### src/rtl/tqvp_multipad_pkg.sv
// Shared types and constants for the multi-pad NES/SNES poller.
// Holds the sequencer state encoding, register addresses and bit positions.
package tqvp_multipad_pkg;

  typedef enum logic [2:0] {
    IDLE,
    LATCH,
    CLK_HI,
    CLK_LO,
    COMMIT
  } seq_state_t;

  localparam int MAX_PADS  = 4;
  localparam int NES_BITS  = 8;
  localparam int SNES_BITS = 16;
  localparam int CTRL_W    = 3;

  localparam logic [3:0] ADDR_CTRL     = 4'h0;
  localparam logic [3:0] ADDR_STATUS   = 4'h1;
  localparam logic [3:0] ADDR_PAD_BASE = 4'h2;
  localparam logic [3:0] ADDR_CHANGED  = 4'hA;
  localparam logic [3:0] ADDR_ONESHOT  = 4'hB;

  localparam int CTRL_ENABLE = 0;
  localparam int CTRL_MODE   = 1;
  localparam int CTRL_IRQ_EN = 2;
  localparam int STATUS_BUSY = 0;
  localparam int STATUS_DONE = 1;

  // Index of the final bit shifted in for the selected controller type.
  function automatic logic [3:0] last_bit_idx(input logic snes_mode);
    return snes_mode ? 4'(SNES_BITS - 1) : 4'(NES_BITS - 1);
  endfunction

endpackage

### src/rtl/tqvp_multipad_poller_if.sv
// CPU-side byte register bus of the poller: address, write strobe, data and IRQ.
// The CPU drives through master, the peripheral answers through slave.
interface tqvp_multipad_poller_if;
  logic [3:0] address;
  logic       data_write;
  logic [7:0] data_in;
  logic [7:0] data_out;
  logic       user_interrupt;

  modport master (
    output address, data_write, data_in,
    input  data_out, user_interrupt
  );

  modport slave (
    input  address, data_write, data_in,
    output data_out, user_interrupt
  );
endinterface

### src/rtl/tqvp_multipad_seq.sv
// Frame sequencer: drives the shared latch/clock lines and shifts every pad's
// serial data into shadow registers, then pulses commit for one cycle.
module tqvp_multipad_seq
  import tqvp_multipad_pkg::*;
#(
  parameter int NUM_PADS = 2,
  parameter int CLK_DIV  = 384
) (
  input  logic                       clk,
  input  logic                       rst_n,
  input  logic                       start,
  input  logic                       mode,
  input  logic [NUM_PADS-1:0]        pad_data,
  output logic                       pad_latch,
  output logic                       pad_clk,
  output logic                       busy,
  output logic                       commit,
  output logic [NUM_PADS-1:0][15:0]  shadow
);
  localparam int DW = $clog2(2 * CLK_DIV);
  localparam logic [DW-1:0] LATCH_LAST = DW'(2 * CLK_DIV - 1);
  localparam logic [DW-1:0] HALF_LAST  = DW'(CLK_DIV - 1);

  seq_state_t                state_q, state_d;
  logic [DW-1:0]             div_q, div_d;
  logic [3:0]                idx_q, idx_d;
  logic [3:0]                last_idx_q, last_idx_d;
  logic [NUM_PADS-1:0][15:0] shadow_q, shadow_d;
  logic                      latch_q, latch_d;
  logic                      sclk_q, sclk_d;

  always_comb begin
    state_d    = state_q;
    div_d      = div_q + 1'b1;
    idx_d      = idx_q;
    last_idx_d = last_idx_q;
    shadow_d   = shadow_q;
    unique case (state_q)
      IDLE: begin
        div_d = '0;
        if (start) begin
          state_d    = LATCH;
          idx_d      = '0;
          last_idx_d = last_bit_idx(mode);
          // Cleared so the unused high byte reads 0 after an NES frame.
          shadow_d   = '0;
        end
      end
      LATCH: begin
        if (div_q == LATCH_LAST) begin
          state_d = CLK_HI;
          div_d   = '0;
        end
      end
      CLK_HI: begin
        if (div_q == HALF_LAST) begin
          div_d = '0;
          for (int p = 0; p < NUM_PADS; p++) begin
            shadow_d[p][idx_q] = ~pad_data[p];
          end
          state_d = (idx_q == last_idx_q) ? COMMIT : CLK_LO;
        end
      end
      CLK_LO: begin
        if (div_q == HALF_LAST) begin
          div_d   = '0;
          idx_d   = idx_q + 1'b1;
          state_d = CLK_HI;
        end
      end
      COMMIT: begin
        div_d   = '0;
        state_d = IDLE;
      end
      default: begin
        div_d   = '0;
        state_d = IDLE;
      end
    endcase
    latch_d = (state_d == LATCH);
    sclk_d  = (state_d != CLK_LO);
  end

  always_ff @(posedge clk or negedge rst_n) begin
    if (!rst_n) begin
      state_q    <= IDLE;
      div_q      <= '0;
      idx_q      <= '0;
      last_idx_q <= '0;
      shadow_q   <= '0;
      latch_q    <= 1'b0;
      sclk_q     <= 1'b1;
    end else begin
      state_q    <= state_d;
      div_q      <= div_d;
      idx_q      <= idx_d;
      last_idx_q <= last_idx_d;
      shadow_q   <= shadow_d;
      latch_q    <= latch_d;
      sclk_q     <= sclk_d;
    end
  end

  assign pad_latch = latch_q;
  assign pad_clk   = sclk_q;
  assign busy      = (state_q != IDLE);
  assign commit    = (state_q == COMMIT);
  assign shadow    = shadow_q;

endmodule

### src/rtl/tqvp_multipad_poller.sv
// TinyQV byte peripheral polling up to four NES/SNES pads on a shared latch/clock.
// Owns the poll timer, CPU register file, sticky flags and interrupt.
module tqvp_multipad_poller
  import tqvp_multipad_pkg::*;
#(
  parameter int NUM_PADS    = 2,
  parameter int CLK_DIV     = 384,
  parameter int POLL_PERIOD = 1066667
) (
  input  logic                  clk,
  input  logic                  rst_n,
  input  logic [NUM_PADS-1:0]   pad_data,
  output logic                  pad_latch,
  output logic                  pad_clk,
  tqvp_multipad_poller_if.slave bus
);
  localparam int PW = $clog2(POLL_PERIOD);
  localparam logic [PW-1:0] POLL_LAST = PW'(POLL_PERIOD - 1);

  logic [CTRL_W-1:0]         ctrl_q, ctrl_d;
  logic                      frame_done_q, frame_done_d;
  logic [NUM_PADS-1:0]       changed_q, changed_d;
  logic [NUM_PADS-1:0][15:0] btn_q, btn_d;
  logic [PW-1:0]             poll_q, poll_d;

  logic                      busy, commit, poll_tick, oneshot, start;
  logic                      wr_ctrl, wr_status, wr_changed;
  logic [NUM_PADS-1:0][15:0] shadow;
  logic [2*MAX_PADS-1:0][7:0] pad_byte;
  logic [3:0]                pad_off;
  logic [7:0]                rdata;
  logic                      unused_bits;

  assign wr_ctrl    = bus.data_write && (bus.address == ADDR_CTRL);
  assign wr_status  = bus.data_write && (bus.address == ADDR_STATUS);
  assign wr_changed = bus.data_write && (bus.address == ADDR_CHANGED);
  assign oneshot    = bus.data_write && (bus.address == ADDR_ONESHOT);
  assign poll_tick  = ctrl_q[CTRL_ENABLE] && (poll_q == POLL_LAST);
  // The sequencer only honours start in IDLE, so requests while busy are dropped.
  assign start      = poll_tick || oneshot;

  tqvp_multipad_seq #(
    .NUM_PADS (NUM_PADS),
    .CLK_DIV  (CLK_DIV)
  ) u_seq (
    .clk       (clk),
    .rst_n     (rst_n),
    .start     (start),
    .mode      (ctrl_q[CTRL_MODE]),
    .pad_data  (pad_data),
    .pad_latch (pad_latch),
    .pad_clk   (pad_clk),
    .busy      (busy),
    .commit    (commit),
    .shadow    (shadow)
  );

  always_comb begin
    ctrl_d = wr_ctrl ? bus.data_in[CTRL_W-1:0] : ctrl_q;
    poll_d = (!ctrl_q[CTRL_ENABLE] || poll_tick) ? '0 : poll_q + 1'b1;
    btn_d  = commit ? shadow : btn_q;
    // Sticky flags: a set in the same cycle as a write-one-to-clear wins.
    frame_done_d = (frame_done_q && !(wr_status && bus.data_in[STATUS_DONE])) || commit;
    for (int p = 0; p < NUM_PADS; p++) begin
      changed_d[p] = (changed_q[p] && !(wr_changed && bus.data_in[p]))
                   || (commit && (shadow[p] != btn_q[p]));
    end
  end

  always_ff @(posedge clk or negedge rst_n) begin
    if (!rst_n) begin
      ctrl_q       <= '0;
      frame_done_q <= 1'b0;
      changed_q    <= '0;
      btn_q        <= '0;
      poll_q       <= '0;
    end else begin
      ctrl_q       <= ctrl_d;
      frame_done_q <= frame_done_d;
      changed_q    <= changed_d;
      btn_q        <= btn_d;
      poll_q       <= poll_d;
    end
  end

  for (genvar gi = 0; gi < MAX_PADS; gi++) begin : g_pad_bytes
    if (gi < NUM_PADS) begin : g_present
      assign pad_byte[2*gi]   = btn_q[gi][7:0];
      assign pad_byte[2*gi+1] = btn_q[gi][15:8];
    end else begin : g_absent
      assign pad_byte[2*gi]   = 8'h00;
      assign pad_byte[2*gi+1] = 8'h00;
    end
  end

  assign pad_off = bus.address - ADDR_PAD_BASE;

  always_comb begin
    rdata = 8'h00;
    case (bus.address)
      ADDR_CTRL:    rdata = 8'(ctrl_q);
      ADDR_STATUS:  rdata = {6'b0, frame_done_q, busy};
      ADDR_CHANGED: rdata = 8'(changed_q);
      default: begin
        if (bus.address >= ADDR_PAD_BASE && bus.address < ADDR_CHANGED) begin
          rdata = pad_byte[pad_off[2:0]];
        end
      end
    endcase
  end

  assign bus.data_out       = rdata;
  assign bus.user_interrupt = ctrl_q[CTRL_IRQ_EN] && (|changed_q);
  assign unused_bits        = ^{bus.data_in[7:CTRL_W], pad_off[3]};

endmodule

### src/flat_wrapper.sv
// flat-port wrapper written by rule: the top's interface ports become plain ports
module tqvp_multipad_poller_flat import tqvp_multipad_pkg::*;
#(
  parameter int NUM_PADS    = 2,
  parameter int CLK_DIV     = 384,
  parameter int POLL_PERIOD = 1066667
)
  (clk, rst_n, pad_data, pad_latch, pad_clk, bus_address, bus_data_write, bus_data_in, bus_data_out, bus_user_interrupt);
  tqvp_multipad_poller_if bus_i ();
  input  logic clk;
  input  logic rst_n;
  input  logic [NUM_PADS-1:0] pad_data;
  output logic pad_latch;
  output logic pad_clk;
  input wire logic [$bits(bus_i.address)-1:0] bus_address;
  input wire logic [$bits(bus_i.data_write)-1:0] bus_data_write;
  input wire logic [$bits(bus_i.data_in)-1:0] bus_data_in;
  output wire logic [$bits(bus_i.data_out)-1:0] bus_data_out;
  output wire logic [$bits(bus_i.user_interrupt)-1:0] bus_user_interrupt;
  assign bus_i.address = bus_address;
  assign bus_i.data_write = bus_data_write;
  assign bus_i.data_in = bus_data_in;
  assign bus_data_out = bus_i.data_out;
  assign bus_user_interrupt = bus_i.user_interrupt;
  tqvp_multipad_poller #(.NUM_PADS(NUM_PADS), .CLK_DIV(CLK_DIV), .POLL_PERIOD(POLL_PERIOD)) u_core (.clk(clk), .rst_n(rst_n), .pad_data(pad_data), .pad_latch(pad_latch), .pad_clk(pad_clk), .bus(bus_i));
endmodule
### config.mk
export PLATFORM = sky130hd
export DESIGN_NAME = tqvp_multipad_poller_flat
export DESIGN_NICKNAME = d
export VERILOG_FILES = /design/src/rtl/tqvp_multipad_pkg.sv /design/src/rtl/tqvp_multipad_poller_if.sv /design/src/rtl/tqvp_multipad_seq.sv /design/src/rtl/tqvp_multipad_poller.sv /design/src/flat_wrapper.sv
export SDC_FILE = /design/constraint.sdc
export NUM_CORES = 1
export LEC_CHECK = 0
export ABC_CLOCK_PERIOD_IN_PS = 3200
export BUFFER_PORTS_ARGS = -buffer_cell sky130_fd_sc_hd__buf_4
export CAP_MARGIN = 10
export CORE_ASPECT_RATIO = 1.2
export CORE_UTILIZATION = 61
export DETAILED_ROUTE_END_ITERATION = 10
export PLACE_DENSITY_LB_ADDON = 0.1
export SYNTH_ARGS = -nofsm -noshare
export SYNTH_HDL_FRONTEND = slang
export SYNTH_HIERARCHICAL = 1
export SYNTH_SLANG_ARGS = --single-unit
### constraint.sdc
create_clock -name clk -period 3.2 [get_ports clk]
set_clock_uncertainty 0.05 [all_clocks]
set_input_delay 0.48 -clock clk [delete_from_list [all_inputs] [get_ports clk]]
set_output_delay 0.48 -clock clk [all_outputs]
set_load 0.02 [all_outputs]
# After elaboration in Yosys (flattened, before gate mapping)
# Cells that the tools add are included.
# Widths: inputs -> output; s select.
totals:
  ff_bits: 114
  inputBits: 17
  output_inout_bits: 11
  word_cells: 103
op_classes:
  n_addsub: 4
  n_lt_le_gt_ge: 5
  eq_ne: 18
  mux: 25
  bitwise: 2
  n_reduce_logical: 35
ops:
  columns: ["cell", "count"]
  rows:
  - ["$mux 32", 2]
  - ["$pmux 32 s2", 1]
  - ["$bwmux 16", 2]
  - ["$ne 16x16->1", 2]
  - ["$bmux 8 s3", 1]
  - ["$pmux 8 s3", 1]
  - ["$add 21x1->21 const B", 1]
  - ["$eq 21x21->1 const B", 1]
  - ["$mux 21", 1]
  - ["$mux 10", 2]
  - ["$pmux 10 s2", 1]
  - ["$logic_and 1x1->1", 16]
  - ["$mux 8", 2]
  - ["$mux 3", 5]
  - ["$mux 4", 3]
  - ["$pmux 3 s4", 1]
  - ["$add 10x1->10 const B", 1]
  - ["$eq 10x10->1 const B", 1]
  - ["$eq 10x9->1 const B", 1]
  - ["$eq 4x4->1 const B", 2]
  - ["$pmux 4 s2", 1]
  - ["$eq 3x1->1 const B", 2]
  - ["$eq 3x2->1 const B", 2]
  - ["$reduce_and 3->1", 2]
  - ["24 further kinds", 35]

# Logic depth before layout (Yosys ltp)
# Gate-level depths: netlist of the first run.
depth:
  word_depth: 7
  depth_mapped: 11
  mapped_depth_nobuf: 10

# Modules after synthesis
# Netlist of the first run, hierarchy kept.
by_module_without_submodules:
  columns: ["module", "instances", "cells_each", "area_per_inst_um2", "seq_area_each_um2"]
  rows:
  - ["tqvp_multipad_poller", 1, 275, 3205.6, 1476.4]
  - ["tqvp_multipad_seq", 1, 229, 2516.2, 1327.5]

# Worst setup path before layout of the first run
# No wires, ideal clock.
synth_path:
  kind: "register to register"
  start: "reg u_core.poll_q[0]"
  end: "reg u_core.u_seq.shadow_q (netlist bit u_core/u_seq/shadow[10])"
  setup_ns: 0.122
  arrival_time_ns: 2.189
  required_ns: 3.028
  setup_slack_ns: 0.838
  path_stages_with_launch: 12
  path_buffers: 1
  synth_period_minus_slack_ns: 2.362
  path_cell_list: "dfrtp_1 -> inv_1 -> ha_1 -> nand2_1 -> or4_1 -> nor3_1 -> a41o_1 -> inv_1 -> nor2_2 -> clkbuf_1 -> o21ai_0 -> o2bb2ai_1"
synth_via:
  elab_chain_len: 5
synth_lines:
  columns: ["element", "line", "rtl"]
  rows:
  - ["start, declared", "tqvp_multipad_poller.sv:24", "logic [PW-1:0] poll_q, poll_d;"]
  - ["start signal, assigned", "tqvp_multipad_poller.sv:82", "poll_q <= poll_d;"]
  - ["$eq 21x21->1", "tqvp_multipad_poller.sv:38", "assign poll_tick = ctrl_q[CTRL_ENABLE] && (poll_q == POLL_LAST);"]
  - ["$logic_and 1x1->1", "tqvp_multipad_poller.sv:38", null]
  - ["$logic_or 1x1->1", "tqvp_multipad_poller.sv:40", "assign start = poll_tick || oneshot;"]
  - ["via u_core.start", "tqvp_multipad_poller.sv:26", "logic busy, commit, poll_tick, oneshot, start;"]
  - ["$ne 2x1->1 (no source line)", null, null]
  - ["$reduce_and 3->1 (no source line)", null, null]
  - ["end signal, assigned", "tqvp_multipad_seq.sv:98", "shadow_q <= shadow_d;"]
  - ["end, declared", "tqvp_multipad_seq.sv:28", "logic [NUM_PADS-1:0][15:0] shadow_q, shadow_d;"]
# The timed path passes the listed nets, and every way through them passes these cells.
# A chain may end at the register's enable or synchronous reset.

# Worst setup path after layout of the first run
layout_path:
  start: "in bus_address[1]"
  end: "out bus_data_out[0]"
layout_via:
  elab_chain_len: 5
  word_cells_on_any_way: 11
  cone_classes: "add/sub: 1; order compare: 2; eq/ne: 2; mux: 4; reduce/logical: 2"
layout_lines:
  columns: ["element", "line", "rtl"]
  rows:
  - ["start, declared", "flat_wrapper.sv:15", "input wire logic [$bits(bus_i.address)-1:0] bus_address;"]
  - ["$sub 3x2->3", "tqvp_multipad_poller.sv:96", "assign pad_off = bus.address - ADDR_PAD_BASE;"]
  - ["$bmux 8 s3", "tqvp_multipad_poller.sv:106", "rdata = pad_byte[pad_off[2:0]];"]
  - ["$mux 8 (implied by the code)", "tqvp_multipad_poller.sv:106", null]
  - ["$mux 8", "tqvp_multipad_poller.sv:105", "if (bus.address >= ADDR_PAD_BASE && bus.address < ADDR_CHANGED) begin"]
  - ["$pmux 8 s3 *", "tqvp_multipad_poller.sv:100", "case (bus.address)"]
  - ["end, declared", "flat_wrapper.sv:18", "output wire logic [$bits(bus_i.data_out)-1:0] bus_data_out;"]
# Every way passes the cells marked *; elsewhere a longest branch is shown, timed or not. The select of a mux whose other input is x is not followed.

==> run_results.csv, run 1 <==
group,metric,value,unit
synthesis,syn_nets,529,
drt,drc_errors,0,
outcome,status,"finished, final reports clean",
critical_path,path_depth,7,
critical_path,crit_buf_inv,2,
placement,io_buffers,22,
synthesis,async_reset_ff_frac,1.00,
critical_path,worstSetupEndpointType,"output pin",
synthesis,synth_area,5720,um^2
timing,slew_headroom,0.230,
clock_tree,clock_latency,0.38,ns
final_layout,drive_gt1_frac,0.196,
critical_path,cp_slowest_cell,"nor3_1",
synthesis,synth-main-ff-cell,"dfrtp_1",
synthesis,synth-seq-cells,112,
drt,viasPerCell,6.14,
timing,finalHoldViolCount,0,
timing,worst_pin_slew,1.15,ns
grt,grt_max_degree,59,
clock_tree,cts_max_path_buffers,2,
drt,first_iter_violations,248,
grt,grt_pass1_vias,3986,
grt,grtUsageMet1,0.333,
die,die_w,90.4,um
grt,gr-usage-met3,0.0408,
clock_tree,clkSinkCount,112,
clock_tree,path_clk_slew,0.10,ns
timing,max_freq,345,MHz
final_layout,syn2layout_area_growth,8.55,%
critical_path,critPathKind,"input port to output pin",
critical_path,crit_top_cell,"buf_4",
critical_path,cp-start-kind,"input port",
power,p_total,2.52,mW
synthesis,syn_area_per_cell,11.4,um^2
run,maxCapViolations,0,
min_path,min_path_type,"input port to async pin",
die,core_area,9080,um^2
die,die_h,108,um
clock_tree,cts_setup_buffers,0,
clock_tree,cts_buffers,9,
critical_path,worstPathMaxFanout,12,
drt,routed_wl,12.0,mm
critical_path,r2r_start,"u_core/u_seq/state_q[2]",
final_layout,num_antenna_cells,0,
drt,ant_nets,0,
clock_tree,postCtsResizedCells,0,
timing,rsz0062_at_grt,"false",
grt,gr-usage-all-layers,0.264,
critical_path,crit_chain,"buf_4, ha_1, nand2_1, nor2_1, nor3_1, a221o_1, buf_4",
placement,pre_cts_ws,0.253,ns
critical_path,crit_family,"simple AND/OR/NAND/NOR gates",
placement,gp_congestion,0.841,
die,start_util,0.630,
drt,dr.pass1.iters,4,
synthesis,ys_seq_area_frac,0.490,
timing,setup_tns,0,ns
timing,post-route-min-period,2.90,ns
drt,wl_per_cell,18.4,um
clock_tree,h-tree-depth,3,
timing,report.final.slew_viol_count,0,
power,p_leak,2.91,nW
timing,period_share,0.905,
placement,hpwl,8.23,mm
grt,grt_pass1_wl,19.9,mm
timing,final-setup-viol-count,0,
critical_path,slowest_delay,0.92,ns
critical_path,cp.required,2.67,ns
critical_path,rr_worst_depth,4,
critical_path,arrival,2.37,ns
clock_tree,ctsHoldBuffers,0,
timing,layout_setup_ws,0.303,ns
synthesis,yosys_warnings,6,
grt,antenna_found_initial,0,
die,die_area,9770,um^2
critical_path,crit_start,"bus_address[1]",
grt,grt_overflow,0,
grt,top_usage_layer,"met2",
final_layout,layout_common_cells,"dfrtp_1 (111), xor2_1 (41), nand2_1 (35), mux2_2 (35), nor2_1 (33)",
synthesis,ys_types,52,
die,io_pins,28,
synthesis,synthCells,504,
die,rows,38,
final_layout,final_common_cell,"dfrtp_1",
power,powerDensity,406,nW/um^2
clock_tree,cts_tree,"built",
clock_tree,cts-root-buf,"clkbuf_8",
grt,grtUsageMet2,0.457,
synthesis,synth_edf_count,0,
power,ir_drop,231,uV
drt,vias,3996,
final_layout,final_nets,551,
-- power by group --
group	internal (mW)	switching, mW
sequential	1.43	0.0208
clock	0.483	0.468
combinational	0.0401	0.0802
-- kinds of logic (layout without fill, tap and decap cells) --
logic type / count (synthesis) / after routing / synth area share
mux: 48 / 48 / 0.109
buf+inv: 26 / 53 / 0.0258
xor+xnor: 52 / 52 / 0.0796
fa+ha+maj: 8 / 8 / 0.0175
simple gates: 177 / 177 / 0.175
flops: 112 / 112 / 0.490
compound gates: 81 / 81 / 0.103
-- sequential cells by signal, summed over array words and instances, names as in the netlist --
signal and count:
u_core/btn_q 32, u_core/u_seq/shadow 32, u_core/poll_q 21, u_core/u_seq/div_q 10
u_core/u_seq/idx_q 4, u_core/ctrl_q 3, u_core/u_seq/state_q 3, u_core/changed_q 2
u_core/u_seq/last_idx_q 2, u_core/frame_done_q 1, u_core/u_seq/pad_clk 1, u_core/u_seq/pad_latch 1
-- cells in the mapped netlist (11+ instances only) --
library cell	count	area share
a22o_1	11	0.017
nand2_1	35	0.023
xor2_1	41	0.063
xnor2_1	11	0.017
o2bb2ai_1	28	0.043
mux2_2	35	0.069
o21ai_0	18	0.016
nand3_1	14	0.012
nand4_1	12	0.013
nor2_1	33	0.022
nor4_1	11	0.012
dfrtp_1	111	0.49
-- worst paths after layout --
path | endpoint | slack [ns]
max in group asynchronous | u_core/btn_q[2] | 2.15
worst min-delay path | u_core/btn_q[27] | 0.10
min in group clk | u_core/ctrl_q[2] | 0.29
worst min register to register | u_core/u_seq/last_idx_q[2] | 0.45
worst max-delay path | bus_data_out[0] | 0.30
worst max register to register | u_core/u_seq/shadow[2] | 0.60
-- stage by stage --
step | std cells | hold slack (ns) | cell area [um^2] | utilization
2_1_floorplan | 504 | 0.134 | 5720 | -
3_3_place_gp | 635 | 0.417 | 5980 | 0.659
3_5_place_dp | 635 | 0.426 | 5980 | 0.659
4_1_cts | 651 | 0.130 | 6210 | 0.684
5_1_grt | 651 | 0.158 | 6210 | 0.684
6_report | 651 | 0.101 | 6210 | 0.684
-- layer usage --
metal,part of all wire,up-vias
li1,-,1888
met1,0.44,2014
met2,0.51,70
met3,0.028,24
met4,0.026,0
met5,0,-
-- final cells by class --
class / count / area [um^2]
well taps: 120 / 150
flip-flops and latches: 112 / 2800
clock inverters: 5 / 78.8
multi-input cells: 366 / 2780
fillers: 668 / 2870
repair buffers: 30 / 225
clock buffers: 11 / 151
inverters: 7 / 26.3
Power figures use the tool's default switching activity.
==> run 2: changes to the inputs <==
CELL_PAD_IN_SITES_DETAIL_PLACEMENT = 0   (was default)
CELL_PAD_IN_SITES_GLOBAL_PLACEMENT = 1   (was default)
CORE_UTILIZATION = 50   (was 61)
==> run 2 against run 1 <==
Net effect: fmax is 2.3% higher; sequential power is essentially flat; flip-flop and latch count is the same; worst hold slack better by 0.054 ns; register-to-register slack improved by 0.03 ns; die area is 22% higher; setup slack gained 0.064 ns; clock power rose by 21%; via count increased by 0.53%; design area rose by 2.0%; cell count is 5.2% higher; critical path type unchanged; largest cell class unchanged.
==> run_results.csv, run 2 (synthesized netlist as in run 1, its figures left out) <==
group,metric,value,unit
timing,final-setup-viol-count,0,
power,power_switching_share,0.216,
timing,report.final.slew_viol_count,0,
clock_tree,ctsHoldBuffers,0,
clock_tree,clkSinkCount,112,
timing,period_share,0.885,
die,die_w,99.7,um
die,io_pins,28,
die,die_area,11900,um^2
final_layout,layout_common_cells,"dfrtp_1 (111), xor2_1 (41), nand2_1 (35), mux2_2 (35), nor2_1 (33)",
timing,finalHoldViolCount,0,
critical_path,worstSetupEndpointType,"output pin",
drt,viasPerCell,5.86,
grt,grt_pass1_vias,4033,
die,start_util,0.516,
final_layout,num_antenna_cells,0,
power,powerDensity,431,nW/um^2
die,rows,42,
power,ir_drop,236,uV
final_layout,final_cell_area,6340,um^2
power,p_total,2.73,mW
outcome,status,"finished, final reports clean",
clock_tree,cts_setup_buffers,0,
drt,routed_wl,12.4,mm
grt,grtUsageMet1,0.293,
final_layout,syn2layout_area_growth,10.8,%
die,core_area,11100,um^2
final_layout,final_common_cell,"dfrtp_1",
grt,grt_max_degree,65,
placement,hpwl,8.61,mm
power,p_leak,2.95,nW
power,power_frac_comb,0.046,
placement,placed_area,6030,um^2
drt,drc_errors,0,
timing,max_freq,353,MHz
clock_tree,path_clk_slew,0.07,ns
drt,dr.pass1.iters,4,
grt,antenna_found_initial,0,
grt,grtUsageMet2,0.372,
timing,rsz0062_at_grt,"false",
clock_tree,postCtsResizedCells,0,
final_layout,fin_util,0.572,
critical_path,arrival,2.30,ns
grt,grt_overflow,0,
power,switchingPower,0.591,mW
placement,gp_congestion,0.785,
timing,hold_slack,0.156,ns
drt,vias,4017,
clock_tree,clock_latency,0.35,ns
min_path,min_path_type,"input port to async pin",
timing,slew_headroom,0.278,
drt,first_iter_violations,140,
critical_path,critPathKind,"input port to output pin",
final_layout,final_nets,552,
drt,ant_nets,0,
clock_tree,cts_tree,"built",
power,p_int,2.14,mW
grt,grt_pass1_wl,20.5,mm
timing,post-route-min-period,2.83,ns
timing,worst_pin_slew,1.07,ns
final_layout,n_fill_cell,984,
critical_path,cp-start-kind,"input port",
timing,setup_tns,0,ns
die,die_h,119,um
critical_path,cp.required,2.67,ns
power,seqPwrFrac,0.532,
final_layout,drive_gt1_frac,0.196,
critical_path,worstPathMaxFanout,12,
clock_tree,cts-root-buf,"clkbuf_16",
clock_tree,h-tree-depth,3,
grt,gr-usage-all-layers,0.226,
placement,io_buffers,22,
clock_tree,cts_max_path_buffers,2,
grt,top_usage_layer,"met2",
drt,wl_per_cell,18.0,um
power,p_clk_frac,0.422,
run,maxCapViolations,0,
clock_tree,cts_buffers,9,
grt,gr-usage-met3,0.0335,
run 2: cell types whose count changed in the layout (fill, tap and decap cells not counted), sizes merged:
cell / before / now
bufinv: 2 / 1
buf: 30 / 31
clkbuf: 11 / 12
clkinv: 3 / 2
run 2: final cells by class:
type / count / area, um^2 / share of cell area
Timing Repair Buffer: 31 / 233 / 0.0367
Clock buffer: 12 / 267 / 0.0421
Multi-Input combinational cell: 366 / 2780 / 0.438
Clock inverter: 3 / 40.0 / 0.00632
Sequential cell: 112 / 2800 / 0.442
Tap cell: 154 / 193 / 0.0304
Inverter: 7 / 26.3 / 0.00415
run 2: path summary, 6_finish.rpt:
| kind | to | startpoint | slack [ns] | cells past startpoint |
|---|---|---|---|---|
| worst max-delay path | bus_data_out[0] | bus_address[1] | 0.37 | 7 |
| max in group asynchronous | u_core/u_seq/shadow[10] | rst_n | 2.14 | 2 |
| worst max register to register | u_core/u_seq/shadow[30] | u_core/poll_q[0] | 0.63 | 11 |
| min in group clk | u_core/ctrl_q[2] | bus_data_in[2] | 0.32 | 2 |
| worst min-delay path | u_core/btn_q[11] | rst_n | 0.16 | 1 |
| worst min register to register | u_core/u_seq/div_q[0] | u_core/u_seq/div_q[0] | 0.43 | 1 |
run 2: routing by layer:
metal	wire, um	part of all wire
met2	6240	0.50
met4	265	0.021
met1	5490	0.44
met5	0	0
met3	356	0.029
run 2: power groups by stage:
stage	combinational (mW)	clock (mW)	sequential, mW
after detailed placement	0.129	0	1.48
final	0.125	1.15	1.45
after global placement	0.126	0	1.48
after global routing	0.142	1.23	1.46
after CTS	0.129	1.18	1.45
after floorplan	0.0713	0	1.47
run 2: per-stage QoR:
step	setup slack (ns)	std cells
final	0.367	685
after detailed placement	0.299	670
after CTS	0.297	685
after global placement	0.347	670
after floorplan	0.838	504
after global routing	0.253	685
run 2: critical path: stages:
cell and delay, ns:
buf_4 0.18, ha_1 0.21, nand2_1 0.06, nor2_1 0.08, nor3_1 0.86, a221o_1 0.29, buf_4 0.14
==> run 3: changes to the inputs <==
CORE_ASPECT_RATIO = 1.75   (was 1.2)
SKIP_CTS_REPAIR_TIMING = 1   (was default)
==> run 3 against run 2 <==
Net effect: utilization is 0.54 points lower; total power hardly changed; critical path depth stayed put; clock power hardly changed; largest cell class unchanged; sequential power hardly changed.
==> run_results.csv, run 3 (synthesized netlist as in run 1, its figures left out) <==
group,metric,value,unit
timing,final-setup-viol-count,0,
die,die_area,11900,um^2
critical_path,cp_slowest_cell,"nor3_1",
critical_path,rr_worst_depth,11,
grt,antenna_found_initial,0,
timing,max_freq,370,MHz
clock_tree,cts_buffers,9,
clock_tree,cts_max_path_buffers,2,
final_layout,final_nets,550,
grt,grt_pass1_vias,4079,
clock_tree,h-tree-depth,3,
critical_path,crit_family,"simple AND/OR/NAND/NOR gates",
grt,grt_overflow,0,
timing,post-route-min-period,2.70,ns
die,start_util,0.515,
drt,vias,4006,
critical_path,crit_buf_inv,2,
critical_path,crit_chain,"buf_4, ha_1, nand2_1, nor2_1, nor3_1, a221o_1, buf_4",
die,core_area,11100,um^2
die,die_h,144,um
die,io_pins,28,
critical_path,r2r_start,"u_core/poll_q[0]",
final_layout,final_common_cell,"dfrtp_1",
run,maxCapViolations,0,
drt,routed_wl,13.5,mm
critical_path,slowest_delay,0.74,ns
timing,rsz0062_at_grt,"false",
drt,first_iter_violations,154,
final_layout,fin_util,0.566,
timing,setup_tns,0,ns
clock_tree,path_clk_slew,0.07,ns
power,p_leak,2.93,nW
grt,grt_pass1_wl,21.7,mm
grt,gr-usage-all-layers,0.241,
clock_tree,clock_latency,0.35,ns
critical_path,path_depth,7,
power,powerDensity,435,nW/um^2
final_layout,regArea,2800,um^2
final_layout,drive_gt1_frac,0.190,
timing,period_share,0.845,
final_layout,syn2layout_area_growth,9.86,%
drt,dr.pass1.iters,4,
final_layout,layout_common_cells,"dfrtp_1 (111), xor2_1 (41), nand2_1 (35), mux2_2 (35), nor2_1 (33)",
power,ir_drop,364,uV
clock_tree,cts_tree,"built",
die,die_w,82.9,um
critical_path,worstSetupEndpointType,"output pin",
clock_tree,clkSinkCount,112,
placement,placed_area,5990,um^2
die,rows,51,
timing,slew_headroom,0.401,
final_layout,num_antenna_cells,0,
placement,io_buffers,22,
placement,hpwl,9.40,mm
timing,report.final.slew_viol_count,0,
grt,grt_max_degree,49,
critical_path,crit_top_cell,"buf_4",
critical_path,cp-start-kind,"input port",
critical_path,crit_start,"bus_address[1]",
outcome,status,"finished, final reports clean",
critical_path,worstPathMaxFanout,12,
drt,drc_errors,0,
min_path,min_path_type,"input port to async pin",
drt,ant_nets,0,
critical_path,cp.required,2.67,ns
clock_tree,cts-root-buf,"clkbuf_16",
final_layout,multiInputGateArea,2780,um^2
timing,finalHoldViolCount,0,
critical_path,arrival,2.17,ns
drt,viasPerCell,6.08,
placement,gp_congestion,0.772,
critical_path,critPathKind,"input port to output pin",
final_layout,n_fill_cell,978,
drt,wl_per_cell,20.6,um
timing,worst_pin_slew,0.891,ns
final_layout,final_cell_area,6290,um^2
power,p_total,2.73,mW
## run 3: changes by cell type in the layout (fill, tap and decap cells not counted)
cell | previous run | this run
clkinvlp_4 | 0 | 1
clkbuf_8 | 3 | 0
clkinv_2 | 2 | 1
bufinv_16 | 1 | 2
buf_4 | 31 | 29
## run 3: final cells by class
| cell class | instances | share of cell area |
|---|---|---|
| flip-flops and latches | 112 | 0.446 |
| clock inverters | 4 | 0.0115 |
| repair buffers | 29 | 0.0346 |
| multi-input cells | 366 | 0.441 |
| clock buffers | 9 | 0.0358 |
| well taps | 132 | 0.0263 |
| inverters | 7 | 0.00418 |
## run 3: worst reg2reg max path: stages (launching register included)
cell	delay, ns
dfrtp_1	0.43
inv_1	0.08
ha_1	0.13
nand2_1	0.06
or4_1	0.51
nor3_1	0.18
a41o_1	0.12
inv_1	0.05
nor2_2	0.09
buf_4	0.26
o22ai_1	0.15
a22o_1	0.25
## run 3: stage by stage
| stage | hold slack [ns] | setup WS [ns] | cells |
|---|---|---|---|
| 6_report | 0.0940 | 0.496 | 659 |
| 5_1_grt | 0.140 | 0.279 | 659 |
| 3_3_place_gp | 0.423 | 0.497 | 646 |
| 3_5_place_dp | 0.428 | 0.488 | 646 |
| 2_1_floorplan | 0.134 | 0.838 | 504 |
| 4_1_cts | 0.117 | 0.487 | 659 |
## run 3: routing by layer
metal  track usage  vias to the layer above  share of wire
met3        0.0299                       22          0.025
li1              -                     1884              -
met2         0.444                       61           0.55
met4         0.119                        0          0.033
met5             0                        -              0
met1         0.273                     2039           0.40
## run 3: final timing paths
kind	end	slack [ns]
max in group asynchronous	u_core/u_seq/idx_q[0]	2.16
min in group clk	u_core/ctrl_q[2]	0.32
hold / removal	u_core/u_seq/shadow[15]	0.09
hold reg to reg	u_core/u_seq/div_q[0]	0.44
setup / recovery	bus_data_out[0]	0.50
setup reg to reg	u_core/u_seq/shadow[30]	0.71
## run 3: power breakdown
part | switching [mW] | internal [mW] | leakage (nW) | total [mW]
clock | 0.489 | 0.672 | 0.143 | 1.16
sequential | 0.0218 | 1.43 | 1.51 | 1.45
combinational | 0.0790 | 0.0393 | 1.27 | 0.118
